<file path="src/rtl/commit_sequencer_pkg.sv">
// lc3b_types: opcode/register types, commit FSM states and the opcode
// classification shared by the commit sequencer.
package lc3b_types;

  typedef enum logic [3:0] {
    op_br   = 4'b0000,
    op_add  = 4'b0001,
    op_ldb  = 4'b0010,
    op_stb  = 4'b0011,
    op_jsr  = 4'b0100,
    op_and  = 4'b0101,
    op_ldr  = 4'b0110,
    op_str  = 4'b0111,
    op_rti  = 4'b1000,
    op_not  = 4'b1001,
    op_ldi  = 4'b1010,
    op_sti  = 4'b1011,
    op_jmp  = 4'b1100,
    op_shf  = 4'b1101,
    op_lea  = 4'b1110,
    op_trap = 4'b1111
  } lc3b_opcode;

  typedef logic [2:0] lc3b_reg;

  typedef enum logic [1:0] {
    S_IDLE,
    S_STORE,
    S_FLUSH
  } commit_state_t;

  typedef enum logic [1:0] {
    CLS_REG,
    CLS_STORE,
    CLS_BRANCH,
    CLS_NONE
  } commit_class_t;

  // JSR/TRAP write R7; RTI and STI retire with no architectural side effect here.
  function automatic commit_class_t classify(input lc3b_opcode op);
    case (op)
      op_add, op_and, op_not, op_shf, op_lea,
      op_ldb, op_ldr, op_ldi, op_jsr, op_trap: classify = CLS_REG;
      op_stb, op_str:                          classify = CLS_STORE;
      op_br, op_jmp:                           classify = CLS_BRANCH;
      default:                                 classify = CLS_NONE;
    endcase
  endfunction

endpackage

</file>
<file path="src/rtl/commit_sequencer.sv">
// ROB-head commit sequencer: regfile writeback, store handshake with L1 and
// mispredict flush. Optional retired-instruction counter via COMMIT_COUNT_EN.
module commit_sequencer
  import lc3b_types::*;
#(
  parameter int data_width = 16,
  parameter int tag_width  = 3
) (
  input  logic                  clk,
  input  logic                  rst_n,
  input  logic                  head_valid,
  input  logic                  head_ready,
  input  lc3b_opcode            head_opcode,
  input  lc3b_reg               head_dest,
  input  logic [data_width-1:0] head_value,
  input  logic [data_width-1:0] head_addr,
  input  logic                  head_mispredict,
  input  logic                  dmem_resp,
  output lc3b_reg               dest_a,
  output logic [data_width-1:0] value_out,
  output logic                  ld_regfile_value,
  output logic                  ld_regfile_busy,
  output logic                  dmem_write,
  output logic [data_width-1:0] dmem_address,
  output logic [data_width-1:0] dmem_wdata,
  output logic                  RE_out,
  output logic                  flush,
  output logic [15:0]           commit_count
);

  if (tag_width < 1) begin : g_tag_width_invalid
    $error("tag_width must be at least 1");
  end

  commit_state_t state;
  commit_class_t head_class;
  logic          head_go;

  assign head_class = classify(head_opcode);
  assign head_go    = head_valid && head_ready;

  // Commit strobes are suppressed while reset is asserted so an abandoned
  // store cannot dequeue on a late dmem_resp.
  always_comb begin
    ld_regfile_value = 1'b0;
    ld_regfile_busy  = 1'b0;
    RE_out           = 1'b0;
    dest_a           = '0;
    value_out        = '0;
    if (rst_n) begin
      case (state)
        S_IDLE: begin
          if (head_go) begin
            case (head_class)
              CLS_REG: begin
                ld_regfile_value = 1'b1;
                ld_regfile_busy  = 1'b1;
                RE_out           = 1'b1;
                dest_a           = head_dest;
                value_out        = head_value;
              end
              CLS_BRANCH, CLS_NONE: RE_out = 1'b1;
              default: ;
            endcase
          end
        end
        S_STORE: RE_out = dmem_resp;
        default: ;
      endcase
    end
  end

  always_ff @(posedge clk) begin
    if (!rst_n) begin
      state        <= S_IDLE;
      dmem_address <= '0;
      dmem_wdata   <= '0;
    end else begin
      case (state)
        S_IDLE: begin
          if (head_go) begin
            if (head_class == CLS_STORE) begin
              dmem_address <= head_addr;
              dmem_wdata   <= head_value;
              state        <= S_STORE;
            end else if (head_class == CLS_BRANCH && head_mispredict) begin
              state <= S_FLUSH;
            end
          end
        end
        S_STORE: if (dmem_resp) state <= S_IDLE;
        default: state <= S_IDLE;
      endcase
    end
  end

  assign dmem_write = (state == S_STORE);
  assign flush      = (state == S_FLUSH);

`ifdef COMMIT_COUNT_EN
  logic [15:0] count_q;

  always_ff @(posedge clk) begin
    if (!rst_n)      count_q <= '0;
    else if (RE_out) count_q <= count_q + 16'd1;
  end

  assign commit_count = count_q;
`else
  assign commit_count = '0;
`endif

endmodule

</file>
<file path="config.mk">
export PLATFORM = sky130hd
export DESIGN_NAME = commit_sequencer
export DESIGN_NICKNAME = d
export VERILOG_FILES = /design/src/rtl/commit_sequencer_pkg.sv /design/src/rtl/commit_sequencer.sv
export SDC_FILE = /design/constraint.sdc
export NUM_CORES = 1
export LEC_CHECK = 0
export BUFFER_PORTS_ARGS = -buffer_cell sky130_fd_sc_hd__buf_2
export CORE_ASPECT_RATIO = 0.6
export CORE_MARGIN = 2
export CORE_UTILIZATION = 46
export DETAILED_ROUTE_END_ITERATION = 7
export PLACE_DENSITY_LB_ADDON = 0.15
export SYNTH_ARGS = -nofsm -noshare
export SYNTH_HDL_FRONTEND = slang
export SYNTH_SLANG_ARGS = --single-unit
export TNS_END_PERCENT = 10
</file>
<file path="constraint.sdc">
create_clock -name clk -period 3.9 [get_ports clk]
set_input_delay 0.585 -clock clk [delete_from_list [all_inputs] [get_ports clk]]
set_output_delay 0.585 -clock clk [all_outputs]
set_load 0.01 [all_outputs]
</file>
==> key figures <==
STA
  • Setup TNS: 0 ns
  • Final worst setup slack: 1.11 ns
  • Max-slew violations: 0
  • Worst hold margin: 0.452 ns
  • Final min period: 2.79 ns
  • Worst-Margin Slew: 0.874 ns
  • Max Fclk: 358 MHz
  • Clock Skew: 0.00803 ns
  • Final hold violations: 0
  • RSZ-0062 raised after global routing: false
  • Relative slew slack: 0.417
  • Final Cycle Share: 0.716
  • Final setup viols: 0

Logic synthesis
  • Register bit total from synthesis: 34
  • Mapped Cells: 230
  • Seq/Total Area, Yosys: 0.364
  • Cell area after synthesis: 0.00187 sq mm
  • Syn avg cell area: 8.12 sq um
  • Synth unique cells: 24
  • YS warnings: 0

Place
  • Hpwl dp: 3200 um
  • Place WS: 1.09 ns
  • GP Congestion: 0.834
  • Count of input and output buffers: 100

Setup path
  • Slowest stage delay, CP: 0.70 ns
  • Cell repeated most along the worst path: buf_2
  • Critical Path Sink Type: output pin
  • WP data required: 3.31 ns
  • Critical path fanouts, max: 20
  • CP cell instances: buf_2 -> inv_1 -> ha_1 -> nand2b_1 -> a21oi_2 -> nor3_1 -> buf_2
  • Worst setup SP type: primary input
  • Worst EP arrival: 2.21 ns
  • CP Class: in -> out
  • Critical path's slowest cell: a21oi_2

Floorplan
  • Chip width: 86.3 um
  • Die Area: 0.00460 sq mm
  • Chip height: 53.4 um
  • Initial core utilization: 0.493
  • Site Rows: 17
  • IO Pins: 117
  • Core area: 0.00379 sq mm

Drt
  • Post-route DRC violation count: 0
  • Drt pass-1 iters: 4
  • Detailed Route WL: 4310 um
  • Routed vias: 1769
  • WL per Instance: 11.7 um
  • Post-route ant nets: 0
  • Drt initial violations: 73
  • Number of vias per cell: 4.81

GRT
  • Vias in the first global route: 1529
  • Remaining Overflow, GRT: 0
  • Total track usage: 0.191
  • Initial antenna violation count: 0
  • First-pass GRT wire length: 6840 um
  • Largest net degree at the start of global routing: 36

Finish
  • Ratio of cells with drive above 1 in the final layout: 0.352
  • Area of the multi-input gates: 0.00102 sq mm
  • Commonest cells after routing, fill and taps aside: buf_2 (100), nand2_1 (67), dfxtp_1 (34)
  • Antenna diode count: 0
  • Fill count: 357
  • Commonest non-fill, non-tap cell in the layout: buf_2
  • Number of nets in the layout: 368
  • Area Overhead vs Synth: 28.1%
  • Seq. cell area: 681 sq um

Clock tree
  • Clock Latency Late Sink: 0.28 ns
  • Longest Clk Path Bufs: 2
  • Root Buffer: clkbuf_8
  • Reg clk slew, reported paths: 0.07 ns
  • # hold bufs at CTS: 0
  • Clk sinks: 34
  • H-tree levels: 2
  • Post-CTS Setup Inserts: 0
  • CTS tree: done
  • Inserted Clock Buffers: 5
  • CTS resizes: 0

Run status
  • Status: finished clean

Pwr
  • Worst VDD drop: 200 uV
  • Power, Total: 709 uW
  • Pwr per Cell Area: 296 mW/mm^2
  • Leak pwr: 1.16 nW

Run
  • Maxcap violations: 0

Hold path
  • Hold Path Class: reg -> reg
[final cells by class]
type | count | share of cell area
Multi-Input combinational cell | 173 | 0.425
Sequential cell | 34 | 0.285
Timing Repair Buffer | 104 | 0.227
Clock buffer | 6 | 0.0303
Tap cell | 47 | 0.0246
Clock inverter | 2 | 0.00575
Inverter | 2 | 0.00314
[flip-flops by register name, summed over array words and instances, names as in the netlist]
name          count
dmem_wdata       16
state             2
dmem_address     16
[cell usage after synthesis]
cell / instances / area, sq um
nor2_1: 1 / 3.75
o21bai_1: 1 / 7.51
conb_1: 1 / 3.75
inv_1: 2 / 7.51
buf_2: 2 / 10.0
o21a_1: 1 / 7.51
nor3_4: 1 / 16.3
a21oi_1: 2 / 10.0
nor4b_1: 3 / 26.3
nor2b_1: 4 / 25.0
mux2i_1: 32 / 320
buf_4: 17 / 128
nand4_1: 16 / 100
buf_1: 3 / 11.3
clkbuf_1: 11 / 41.3
nand4bb_1: 1 / 11.3
nand3_1: 2 / 10.0
a2111oi_0: 1 / 8.76
ha_1: 3 / 37.5
nand2_1: 67 / 251
nor3_1: 17 / 85.1
nand2b_1: 5 / 31.3
buf_6: 3 / 33.8
dfxtp_1: 34 / 681
[metrics by stage]
stage                      util  area, sq um  std cells
after floorplan               -         1920        245
after global placement    0.609         2310        360
after detailed placement  0.609         2310        360
after CTS                 0.632         2390        368
after global routing      0.632         2390        368
final                     0.632         2390        368
[worst max-delay path, delay by kind of cell]
| family | cells | cell delay, ns |
|---|---|---|
| AOI/OAI and AO/OA | 1 | 0.70 |
| adders and majority gates | 1 | 0.27 |
| buffers and inverters | 3 | 0.33 |
| and+or+nand+nor | 2 | 0.32 |
[where the power goes]
group	total (mW)	switching [mW]	internal, mW	leakage (nW)
combinational	0.106	0.0643	0.0418	0.839
sequential	0.353	0.00206	0.351	0.274
clock	0.249	0.123	0.126	0.0452
[layer usage]
layer  up-vias  wire length [um]  track usage
li1        923                 -            -
met2        76              1830        0.307
met5         -                 0            0
met3         5               363       0.0577
met1       765              2080        0.250
met4         0                29       0.0547
[cells by family (layout without fill, tap and decap cells)]
logic type,count (synthesis),count (layout),share of synthesized area
mux,32,32,0.171
compound gates,5,5,0.0181
fa+ha+maj,3,3,0.0201
other cells,1,16,0.00201
buf+inv,38,114,0.124
flops,34,34,0.364
simple gates,117,117,0.300
[final timing paths]
check | end | from | slack, ns | cells after the start
setup / recovery | value_out[2] | head_opcode[0] | 1.11 | 7
hold / removal | dmem_wdata[0]$_SDFFE_PN0P_ | dmem_wdata[0]$_SDFFE_PN0P_ | 0.45 | 2
setup reg to reg | dmem_address[5]$_SDFFE_PN0P_ | state[0]$_SDFFE_PN0P_ | 1.86 | 5
hold reg to reg | dmem_wdata[0]$_SDFFE_PN0P_ | dmem_wdata[0]$_SDFFE_PN0P_ | 0.45 | 2
(Power assumes the default switching activity.)
